--- src/rtl/ukf_pkg.sv ---
// Shared types and helpers for the UKF result write-back packer.
package ukf_pkg;

  localparam int ELEM_W_DEF = 32;
  localparam int BE_MAX     = 128;

  typedef enum logic [1:0] {
    ST_RUN,
    ST_FLUSH,
    ST_EMIT,
    ST_DONE
  } state_e;

  // Sets the low cnt*bytes_per_elem bits; callers truncate to their bus width.
  function automatic logic [BE_MAX-1:0] be_from_count(input int unsigned cnt,
                                                      input int unsigned bytes_per_elem);
    logic [BE_MAX-1:0] be;
    be = '0;
    for (int unsigned i = 0; i < BE_MAX; i++) begin
      if (i < cnt * bytes_per_elem) be[i] = 1'b1;
    end
    return be;
  endfunction

endpackage

--- src/rtl/ukf_chan_fifo.sv ---
// Per-channel synchronous FIFO; the head element is readable without a pop.
module ukf_chan_fifo #(
  parameter int WIDTH = 32,
  parameter int DEPTH = 8
) (
  input  logic             clock,
  input  logic             reset,
  input  logic             push,
  input  logic             pop,
  input  logic [WIDTH-1:0] din,
  output logic [WIDTH-1:0] dout,
  output logic             full,
  output logic             empty
);

  localparam int PW = $clog2(DEPTH);
  localparam logic [PW:0] DEPTH_C = (PW + 1)'(DEPTH);

  logic [WIDTH-1:0] mem_q [DEPTH];
  logic [PW-1:0]    wr_ptr_q;
  logic [PW-1:0]    rd_ptr_q;
  logic [PW:0]      count_q;
  logic             do_push;
  logic             do_pop;

  assign full    = (count_q == DEPTH_C);
  assign empty   = (count_q == '0);
  assign do_pop  = pop && !empty;
  // A pop in the same cycle frees the slot, so a push into a full FIFO still lands.
  assign do_push = push && (!full || do_pop);
  assign dout    = mem_q[rd_ptr_q];

  always_ff @(posedge clock) begin
    if (do_push) mem_q[wr_ptr_q] <= din;
  end

  always_ff @(posedge clock) begin
    if (!reset) begin
      wr_ptr_q <= '0;
      rd_ptr_q <= '0;
      count_q  <= '0;
    end else begin
      if (do_push) wr_ptr_q <= wr_ptr_q + PW'(1);
      if (do_pop)  rd_ptr_q <= rd_ptr_q + PW'(1);
      count_q <= count_q + (PW + 1)'(do_push) - (PW + 1)'(do_pop);
    end
  end

endmodule

--- src/rtl/ukf_output_packer.sv ---
// Buffers lower-triangle and diagonal Cholesky results per channel and packs
// them round-robin into addressed memory words, flushing a partial word on finish.
module ukf_output_packer
  import ukf_pkg::*;
#(
  parameter int N_LANES    = 4,
  parameter int ELEM_W     = ELEM_W_DEF,
  parameter int BUS_W      = 128,
  parameter int ADDR_W     = 10,
  parameter int FIFO_DEPTH = 8,
  parameter int BASE_ADDR  = 0
) (
  input  logic                      clock,
  input  logic                      reset,
  input  logic [N_LANES*ELEM_W-1:0] lower_data,
  input  logic [N_LANES-1:0]        lower_valid,
  input  logic [ELEM_W-1:0]         diag_data,
  input  logic                      diag_valid,
  input  logic                      finish,
  input  logic                      waitrequest,
  output logic [BUS_W-1:0]          write_data,
  output logic [BUS_W/8-1:0]        byteenable,
  output logic [ADDR_W-1:0]         address,
  output logic                      write,
  output logic                      chipselect2,
  output logic                      clken2,
  output logic                      done,
  output logic                      overflow
);

  localparam int NCH   = N_LANES + 1;
  localparam int EPW   = BUS_W / ELEM_W;
  localparam int BE_W  = BUS_W / 8;
  localparam int CNT_W = $clog2(EPW + 1);
  localparam int IDX_W = $clog2(NCH);

  logic [NCH-1:0]    ch_push, ch_pop, ch_full, ch_empty;
  logic [ELEM_W-1:0] ch_din  [NCH];
  logic [ELEM_W-1:0] ch_dout [NCH];

  genvar gi;
  generate
    for (gi = 0; gi < NCH; gi++) begin : g_chan
      if (gi < N_LANES) begin : g_lower
        assign ch_push[gi] = lower_valid[gi];
        assign ch_din[gi]  = lower_data[gi*ELEM_W +: ELEM_W];
      end else begin : g_diag
        assign ch_push[gi] = diag_valid;
        assign ch_din[gi]  = diag_data;
      end
      ukf_chan_fifo #(.WIDTH(ELEM_W), .DEPTH(FIFO_DEPTH)) u_fifo (
        .clock (clock),
        .reset (reset),
        .push  (ch_push[gi]),
        .pop   (ch_pop[gi]),
        .din   (ch_din[gi]),
        .dout  (ch_dout[gi]),
        .full  (ch_full[gi]),
        .empty (ch_empty[gi])
      );
    end
  endgenerate

  state_e            state_q, state_d;
  logic [IDX_W-1:0]  last_q, last_d;
  logic [CNT_W-1:0]  cnt_q, cnt_d;
  logic [BUS_W-1:0]  pack_q, pack_d;
  logic              out_valid_q, out_valid_d;
  logic [BUS_W-1:0]  out_data_q, out_data_d;
  logic [BE_W-1:0]   out_be_q, out_be_d;
  logic [ADDR_W-1:0] addr_q, addr_d;
  logic              overflow_q, overflow_d;

  logic              grant_valid;
  logic [IDX_W-1:0]  grant_idx;
  logic              pop_en;
  logic              accept;
  logic [ELEM_W-1:0] pop_data;

  // Round-robin search starting just after the last served channel.
  always_comb begin
    grant_valid = 1'b0;
    grant_idx   = '0;
    for (int off = 1; off <= NCH; off++) begin
      if (!grant_valid && !ch_empty[(int'(last_q) + off) % NCH]) begin
        grant_valid = 1'b1;
        grant_idx   = IDX_W'((int'(last_q) + off) % NCH);
      end
    end
  end

  assign accept   = out_valid_q && !waitrequest;
  assign pop_en   = grant_valid && (state_q == ST_RUN || state_q == ST_FLUSH) &&
                    !(cnt_q == CNT_W'(EPW - 1) && out_valid_q && waitrequest);
  assign pop_data = ch_dout[grant_idx];

  always_comb begin
    ch_pop = '0;
    if (pop_en) ch_pop[grant_idx] = 1'b1;
  end

  always_comb begin
    state_d     = state_q;
    last_d      = last_q;
    cnt_d       = cnt_q;
    pack_d      = pack_q;
    out_valid_d = out_valid_q;
    out_data_d  = out_data_q;
    out_be_d    = out_be_q;
    addr_d      = addr_q;
    overflow_d  = overflow_q | (|(ch_push & ch_full & ~ch_pop));

    if (accept) begin
      out_valid_d = 1'b0;
      addr_d      = addr_q + ADDR_W'(1);
    end

    if (pop_en) begin
      last_d = grant_idx;
      if (cnt_q == CNT_W'(EPW - 1)) begin
        out_data_d = pack_q;
        out_data_d[(EPW-1)*ELEM_W +: ELEM_W] = pop_data;
        out_be_d    = '1;
        out_valid_d = 1'b1;
        cnt_d       = '0;
        pack_d      = '0;
      end else begin
        pack_d[cnt_q*ELEM_W +: ELEM_W] = pop_data;
        cnt_d = cnt_q + CNT_W'(1);
      end
    end

    case (state_q)
      ST_RUN: begin
        if (finish) state_d = ST_FLUSH;
      end
      ST_FLUSH: begin
        if (&ch_empty && !(|ch_push) && !out_valid_q) state_d = ST_EMIT;
      end
      ST_EMIT: begin
        // The output stage is free on entry, so any word held here is the partial one.
        if (out_valid_q) begin
          if (accept) state_d = ST_DONE;
        end else if (cnt_q == '0) begin
          state_d = ST_DONE;
        end else begin
          out_data_d  = pack_q;
          out_be_d    = BE_W'(be_from_count(int'(cnt_q), ELEM_W / 8));
          out_valid_d = 1'b1;
          cnt_d       = '0;
          pack_d      = '0;
        end
      end
      ST_DONE: begin
        addr_d  = ADDR_W'(BASE_ADDR);
        last_d  = IDX_W'(NCH - 1);
        state_d = ST_RUN;
      end
      default: state_d = ST_RUN;
    endcase
  end

  always_ff @(posedge clock) begin
    if (!reset) begin
      state_q     <= ST_RUN;
      last_q      <= IDX_W'(NCH - 1);
      cnt_q       <= '0;
      pack_q      <= '0;
      out_valid_q <= 1'b0;
      out_data_q  <= '0;
      out_be_q    <= '0;
      addr_q      <= ADDR_W'(BASE_ADDR);
      overflow_q  <= 1'b0;
    end else begin
      state_q     <= state_d;
      last_q      <= last_d;
      cnt_q       <= cnt_d;
      pack_q      <= pack_d;
      out_valid_q <= out_valid_d;
      out_data_q  <= out_data_d;
      out_be_q    <= out_be_d;
      addr_q      <= addr_d;
      overflow_q  <= overflow_d;
    end
  end

  assign write_data  = out_data_q;
  assign byteenable  = out_be_q;
  assign address     = addr_q;
  assign write       = out_valid_q;
  assign chipselect2 = out_valid_q;
  assign clken2      = out_valid_q;
  assign done        = (state_q == ST_DONE);
  assign overflow    = overflow_q;

endmodule
--- config.mk ---
export PLATFORM = sky130hd
export DESIGN_NAME = ukf_output_packer
export DESIGN_NICKNAME = d
export VERILOG_FILES = /design/src/rtl/ukf_pkg.sv /design/src/rtl/ukf_chan_fifo.sv /design/src/rtl/ukf_output_packer.sv
export SDC_FILE = /design/constraint.sdc
export NUM_CORES = 2
export LEC_CHECK = 0
export BUFFER_PORTS_ARGS = -buffer_cell sky130_fd_sc_hd__buf_2
export CORE_MARGIN = 2
export CORE_UTILIZATION = 30
export DETAILED_ROUTE_END_ITERATION = 12
export SLEW_MARGIN = 10
export SYNTH_ARGS = -nofsm -noshare
export SYNTH_HDL_FRONTEND = slang
export SYNTH_HIERARCHICAL = 1
export SYNTH_SLANG_ARGS = --single-unit
--- constraint.sdc ---
create_clock -name clock -period 11.5 [get_ports clock]
set_clock_uncertainty 0.05 [all_clocks]
set_input_delay 0.575 -clock clock [delete_from_list [all_inputs] [get_ports clock]]
set_output_delay 0.575 -clock clock [all_outputs]
set_load 0.02 [all_outputs]
# Yosys cells after proc, flatten, opt, wreduce, memory -nomap -nowiden
# Memory sizes are Yosys's and may differ from the RTL's. A register that Yosys moved wholly into a read port is not among the register bits.
# Index checks and enable logic that the tools add are counted.
[op_classes]
eq_ne = 13
shifts = 2
mux = 100
reduce_logical = 61
div = 5
magnitude_cmp = 24
n_addsub = 28
bitwise_logic = 6
[op_table]
columns = ["operator", "n"]
rows = [
  ["$mux W128", 10],
  ["$lt A32 B5 Y1 const B", 5],
  ["$mod A32 B4 Y32 const B", 5],
  ["$bwmux W128", 1],
  ["$shift A32 B34 Y128 const A", 1],
  ["$shiftx A32 B34 Y128", 1],
  ["$bmux W32 S3", 1],
  ["$mux W16", 5],
  ["$mux W32", 2],
  ["$mux W3", 20],
  ["$mux W1", 48],
  ["$lt A4 B5 Y1 const A", 8],
  ["$neg A8 Y34", 1],
  ["$add A3 B1 Y3 const B", 11],
  ["$logic_and A1 B1 Y1", 22],
  ["$logic_not A1 Y1", 21],
  ["$add A4 B1 Y4", 5],
  ["$eq A4 B4 Y1 const B", 5],
  ["$logic_not A4 Y1", 5],
  ["$lt A3 B5 Y1 const A", 4],
  ["$sub A4 B1 Y4", 5],
  ["$bmux W1 S3", 5],
  ["$add A10 B1 Y10 const B", 1],
  ["$and A5 B5 Y5", 2],
  ["29 further kinds", 45],
]
[word_totals]
mem_count = 5
output_inout_bits = 159
ff_bits = 342
input_bits = 169
ramBits = 1280
[memory_table]
columns = ["name", "depth", "word_bits", "rd", "rd_clocked_by_memory_dff", "write_ports", "line", "source"]
rows = [
  ["g_chan[0].u_fifo.mem_q", 8, 32, 1, 1, 1, "ukf_chan_fifo.sv:19", "logic [WIDTH-1:0] mem_q [DEPTH];"],
  ["g_chan[1].u_fifo.mem_q", 8, 32, 1, 1, 1, "ukf_chan_fifo.sv:19", ""],
  ["g_chan[2].u_fifo.mem_q", 8, 32, 1, 1, 1, "ukf_chan_fifo.sv:19", ""],
  ["g_chan[3].u_fifo.mem_q", 8, 32, 1, 1, 1, "ukf_chan_fifo.sv:19", ""],
  ["g_chan[4].u_fifo.mem_q", 8, 32, 1, 1, 1, "ukf_chan_fifo.sv:19", ""],
]

# Logic depth before layout (Yosys ltp)
[depth]
word_depth = 28
depth_mapped = 31
ltp_nobuf = 25

# Cells and area by module
# Netlist, hierarchy kept.
[modules_own_cells]
columns = ["mod", "area_per_inst_um2", "cells_each", "n_inst"]
rows = [
  ["ukf_chan_fifo", 10487.6, 463, 5],
  ["ukf_output_packer", 14148.6, 1737, 1],
]

# Least setup slack after synthesis
# OpenSTA, ideal clock, no wires.
[synth_path]
kind = "register to register"
start = "reg last_q[0]"
end = "mem g_chan[1].u_fifo.mem_q[0][0], enable pin"
required_time_ns = 10.949
t_arrival_ns = 8.862
path_stages_with_launch = 23
slack_ns = 2.086
path_buffers = 6
cell_sequence = "dfxtp_1 > clkbuf_1 > clkbuf_1 > inv_1 > ha_1 > buf_1 > buf_1 > o211ai_1 > a21boi_0 > ha_1 > or4_1 > a21oi_1 > o2111a_1 > a211o_1 > a21boi_1 > nand4_1 > and3_1 > buf_2 > buf_2 > nor4_1 > nor2b_1 > nor2_1 > nor4_1"
[synth_via]
elab_chain_cells = 27
[synth_lines]
columns = ["item", "line", "source"]
rows = [
  ["from (decl)", "ukf_output_packer.sv:65", "logic [IDX_W-1:0] last_q, last_d;"],
  ["from (signal assigned)", "ukf_output_packer.sv:166", "last_q <= IDX_W'(NCH - 1);"],
  ["from (signal assigned)", "ukf_output_packer.sv:176", "last_q <= last_d;"],
  ["$add A3 B2 Y4", "ukf_output_packer.sv:85, ukf_output_packer.sv:87", ""],
  ["$mod A32 B4 Y32", "ukf_output_packer.sv:85, ukf_output_packer.sv:87", ""],
  ["$bmux W1 S3", "ukf_output_packer.sv:85", "if (!grant_valid && !ch_empty[(int'(last_q) + off) % NCH]) begin"],
  ["$mux W1 (implied by the code) (2 in series)", "ukf_output_packer.sv:85", ""],
  ["$logic_not A1 Y1", "ukf_output_packer.sv:85", ""],
  ["$logic_and A1 B1 Y1", "ukf_output_packer.sv:85", ""],
  ["$mux W1", "ukf_output_packer.sv:85", ""],
  ["$logic_not A1 Y1", "ukf_output_packer.sv:85", ""],
  ["(+11 left out)", "n/a", ""],
  ["$demux W1 S3", "ukf_output_packer.sv:99", "if (pop_en) ch_pop[grant_idx] = 1'b1;"],
  ["$mux W5 *", "ukf_output_packer.sv:99", ""],
  ["net ch_pop[1]", "ukf_output_packer.sv:37", "logic [NCH-1:0] ch_push, ch_pop, ch_full, ch_empty;"],
  ["$logic_and A1 B1 Y1 *", "ukf_chan_fifo.sv:28", "assign do_pop = pop && !empty;"],
  ["$logic_or A1 B1 Y1 *", "ukf_chan_fifo.sv:30", "assign do_push = push && (!full || do_pop);"],
  ["$logic_and A1 B1 Y1 *", "ukf_chan_fifo.sv:30", ""],
  ["$mux W1 *", "ukf_chan_fifo.sv:34", "if (do_push) mem_q[wr_ptr_q] <= din;"],
  ["$mux W1 (implied by the code) *", "ukf_chan_fifo.sv:34", ""],
  ["to (decl)", "ukf_chan_fifo.sv:19", ""],
]
# The timed path passes the listed nets; every way through them passes the cells marked *. The select of a mux whose other input is x is not followed.

# Worst setup path in the final report
[layout_path]
start = "reg last_q[0]"
end = "mem g_chan[3].u_fifo.mem_q[3][26], enable pin"
[layout_via]
elab_chain_cells = 27
[layout_lines]
columns = ["item", "line"]
rows = [
  ["$add A3 B2 Y4", "ukf_output_packer.sv:85, ukf_output_packer.sv:87"],
  ["$mod A32 B4 Y32", "ukf_output_packer.sv:85, ukf_output_packer.sv:87"],
  ["$bmux W1 S3", "ukf_output_packer.sv:85"],
  ["$mux W1 (implied by the code) (2 in series)", "ukf_output_packer.sv:85"],
  ["$logic_not A1 Y1", "ukf_output_packer.sv:85"],
  ["$logic_and A1 B1 Y1", "ukf_output_packer.sv:85"],
  ["$mux W1", "ukf_output_packer.sv:85"],
  ["$logic_not A1 Y1", "ukf_output_packer.sv:85"],
  ["(+11 left out)", "n/a"],
  ["$demux W1 S3", "ukf_output_packer.sv:99"],
  ["$mux W5 *", "ukf_output_packer.sv:99"],
  ["net ch_pop[3]", "ukf_output_packer.sv:37"],
  ["$logic_and A1 B1 Y1 *", "ukf_chan_fifo.sv:28"],
  ["$logic_or A1 B1 Y1 *", "ukf_chan_fifo.sv:30"],
  ["$logic_and A1 B1 Y1 *", "ukf_chan_fifo.sv:30"],
  ["$mux W1 *", "ukf_chan_fifo.sv:34"],
  ["$mux W1 (implied by the code) *", "ukf_chan_fifo.sv:34"],
  ["to (decl)", "ukf_chan_fifo.sv:19"],
]
# Marked as above.

==> out/metrics.cfg <==
[yosys]
syn_area_um2=66600
synth_ff_type=edfxtp_1
synth-seq-area-share=0.685
synth-edff-count=1280
synth_top_area_frac=0.577
synth.most_common_cell=edfxtp_1
synth_nets=4299
postSynthCellCount=4052
yosys_warnings=6
synth-seq-cells=1637
yosysTopAreaCell=edfxtp_1
synthTopCellsByArea=edfxtp_1 (58%), dfxtp_1 (11%), mux4_2 (7.9%)
postSynth.asyncResetShare=0
synthTopCellsByCount=edfxtp_1 (1280), dfxtp_1 (357), nand2_1 (355)
syn_area_per_cell_um2=16.4
synth.distinct_cells=97

[timing]
final-max-slew-violation-count=0
period_share=0.794
rsz0062_at_grt=false
fmax_mhz=110
final.min_clock_period_ns=9.13
timing.final.ws_setup_ns=2.37
worst_pin_slew_ns=1.19
hold_ws_ns=0.0596
max_slew_margin=0.209
setup_tns_ns=0
finalHoldViolCount=0
report.final.setup_viol=0

[critical_path]
r2r_slack_ns=2.37
arrival_ns=9.49
cp-end-kind=register
start_kind=register
required_ns=11.86
worstSetupPathType=reg -> reg
crit_path_max_fanout=61

[floorplanning]
fp.coreArea_um2=220000
die-area_um2=226000
num_rows=172
pin_count=328
dieHeight_um=475
die_x_um=475
initial_core_util=0.302

[layout]
drive_gt1_frac=0.263
layout.nets=4781
syn2layout_area_growth_pct=18.2
final_core_util=0.357

[drt]
drt_first_pass_iters=7
wl_mm=182
wl_per_cell_um=23.7
vias_per_cell=4.93
route.vias.total=37700
final_antenna_net_count=0
drt_iter0_drc=3071
drc=0

[power_and_ir_drop]
leakage_nw=26.1
seqPwrFrac=0.321
switching_share=0.431
pwr-share-comb=0.437
peakVddDrop_v=0.000430
p_switching_mw=9.68
powerDensity_nw_per_um2=286
power.internal_mw=12.8
power.share.clock=0.242

[clock_network]
cts_buffer_depth=3
clk_pin_slew_ns=0.06
postCtsSetupBuffers=0
cts_sinks=1637
htreeDepth=4
cts_buffers=173
cts_tree=done
clk_latency_ns=0.83
cts_root_buf=clkbuf_16

[placed_design]
portBuffers=327
gp_congestion=0.874
place_ws_ns=2.54
dp_hpwl_mm=122

[run]
maxCapViolations=0

[outcome]
status=complete, no violations

[worst_hold_path]
hold_class=in -> reg

[grt]
grt_pass1_wl_mm=260
grt-ovfl-total=0
grt_usage=0.157
antenna_found_initial=54
grt_pass1_vias=36900
grt_max_degree=98

## placed cells by master (no fill, tap or decap), drive strengths merged, types with 14 or more instances in the layout
cell type / count
a2111oi: 14
a21oi: 169
a22o: 81
a31oi: 30
and2: 38
and3: 20
buf: 401
clkbuf: 214
clkinv: 84
dfxtp: 357
dlygate4sd3: 158
edfxtp: 1280
ha: 72
inv: 87
mux2: 163
mux2i: 36
mux4: 320
nand2: 355
nand2b: 28
nand3: 32
nand4: 19
nor2: 205
nor2b: 25
nor3: 64
nor4: 40
o211ai: 48
o21ai: 121
o22ai: 22
## per-stage QoR
| stage | area, µm² | std cells | power [mW] |
|---|---|---|---|
| 3_5_place_dp | 71500 | 7159 | 17.0 |
| 2_1_floorplan | 66600 | 4052 | 12.9 |
| 5_1_grt | 78700 | 7641 | 23.4 |
| 3_3_place_gp | 71500 | 7159 | 16.9 |
| 4_1_cts | 78600 | 7636 | 22.5 |
| 6_report | 78700 | 7648 | 22.5 |
## kinds of logic after synthesis
family	after synthesis	synth area share
flops	1637	0.685
simple gates	885	0.0644
compound gates	574	0.0594
mux	519	0.147
buf+inv	334	0.0257
fa+ha+maj	79	0.0155
xor+xnor	24	0.00327
## per-layer routing
metal | global-route usage | vias up | part of all wire
met3 | 0.0321 | 267 | 0.061
met1 | 0.212 | 19300 | 0.44
met2 | 0.251 | 1207 | 0.47
met4 | 0.0548 | 48 | 0.032
li1 | - | 16900 | -
met5 | 0 | - | 0.0016
## worst max-delay path: stages, from the launching register on
cell,delay [ns]
dfxtp_1,0.31
buf_4,0.29
inv_1,0.15
ha_1,0.91
clkinv_1,0.55
ha_1,0.35
inv_1,0.05
ha_1,0.23
nor2b_1,0.37
a31oi_1,0.20
o211a_1,0.30
o211ai_1,0.24
a211oi_1,0.21
nor3_2,0.51
nand4_1,0.82
and3_4,0.69
buf_4,0.35
nor2_1,0.18
and2_1,0.22
nor2b_1,0.29
o21ai_0,0.36
nor2_4,0.97
## timing repair
action,in CTS,in global routing
gates resized for setup,0,0
hold buffers,158,0
hold endpoints to repair,1252,0
## layout make-up
| type | instances | area [µm²] |
|---|---|---|
| Inverter | 82 | 373 |
| Clock buffer | 214 | 4580 |
| Tap cell | 2958 | 3700 |
| Timing Repair Buffer | 559 | 3770 |
| Clock inverter | 105 | 986 |
| Sequential cell | 1637 | 45600 |
| Fill cell | 20600 | 141000 |
| Multi-Input combinational cell | 2081 | 19600 |
| Antenna cell | 12 | 30.0 |
## sequential cells by signal, summed over array words and instances, names as in the netlist, named ones only
name / flops
address: 10
byteenable: 16
chipselect2: 1
cnt_q: 3
g_chan.u_fifo/count_q: 20
g_chan.u_fifo/mem_q: 1280
g_chan.u_fifo/rd_ptr_q: 15
g_chan.u_fifo/wr_ptr_q: 15
last_q: 3
overflow: 1
pack_q: 128
state_q: 2
write_data: 128
## path summary, 6_finish.rpt
check,from,to,depth (start not counted)
setup / recovery,last_q[0],g_chan[3].u_fifo/mem_q[3][26],21
hold / removal,lower_data[5],g_chan[0].u_fifo/mem_q[5][5],1
setup reg to reg,last_q[0],g_chan[3].u_fifo/mem_q[3][26],21
hold reg to reg,pack_q[67],write_data[67],2
## power by group through the flow
stage               clock (mW)  sequential, mW  combinational, mW
finish                    5.43            7.23               9.82
global route              5.78            7.28               10.3
CTS                       5.55            7.23               9.73
detailed placement           0            7.35               9.65
global placement             0            7.32               9.56
floorplan                    0            7.34               5.59
(Power assumes the default switching activity.)
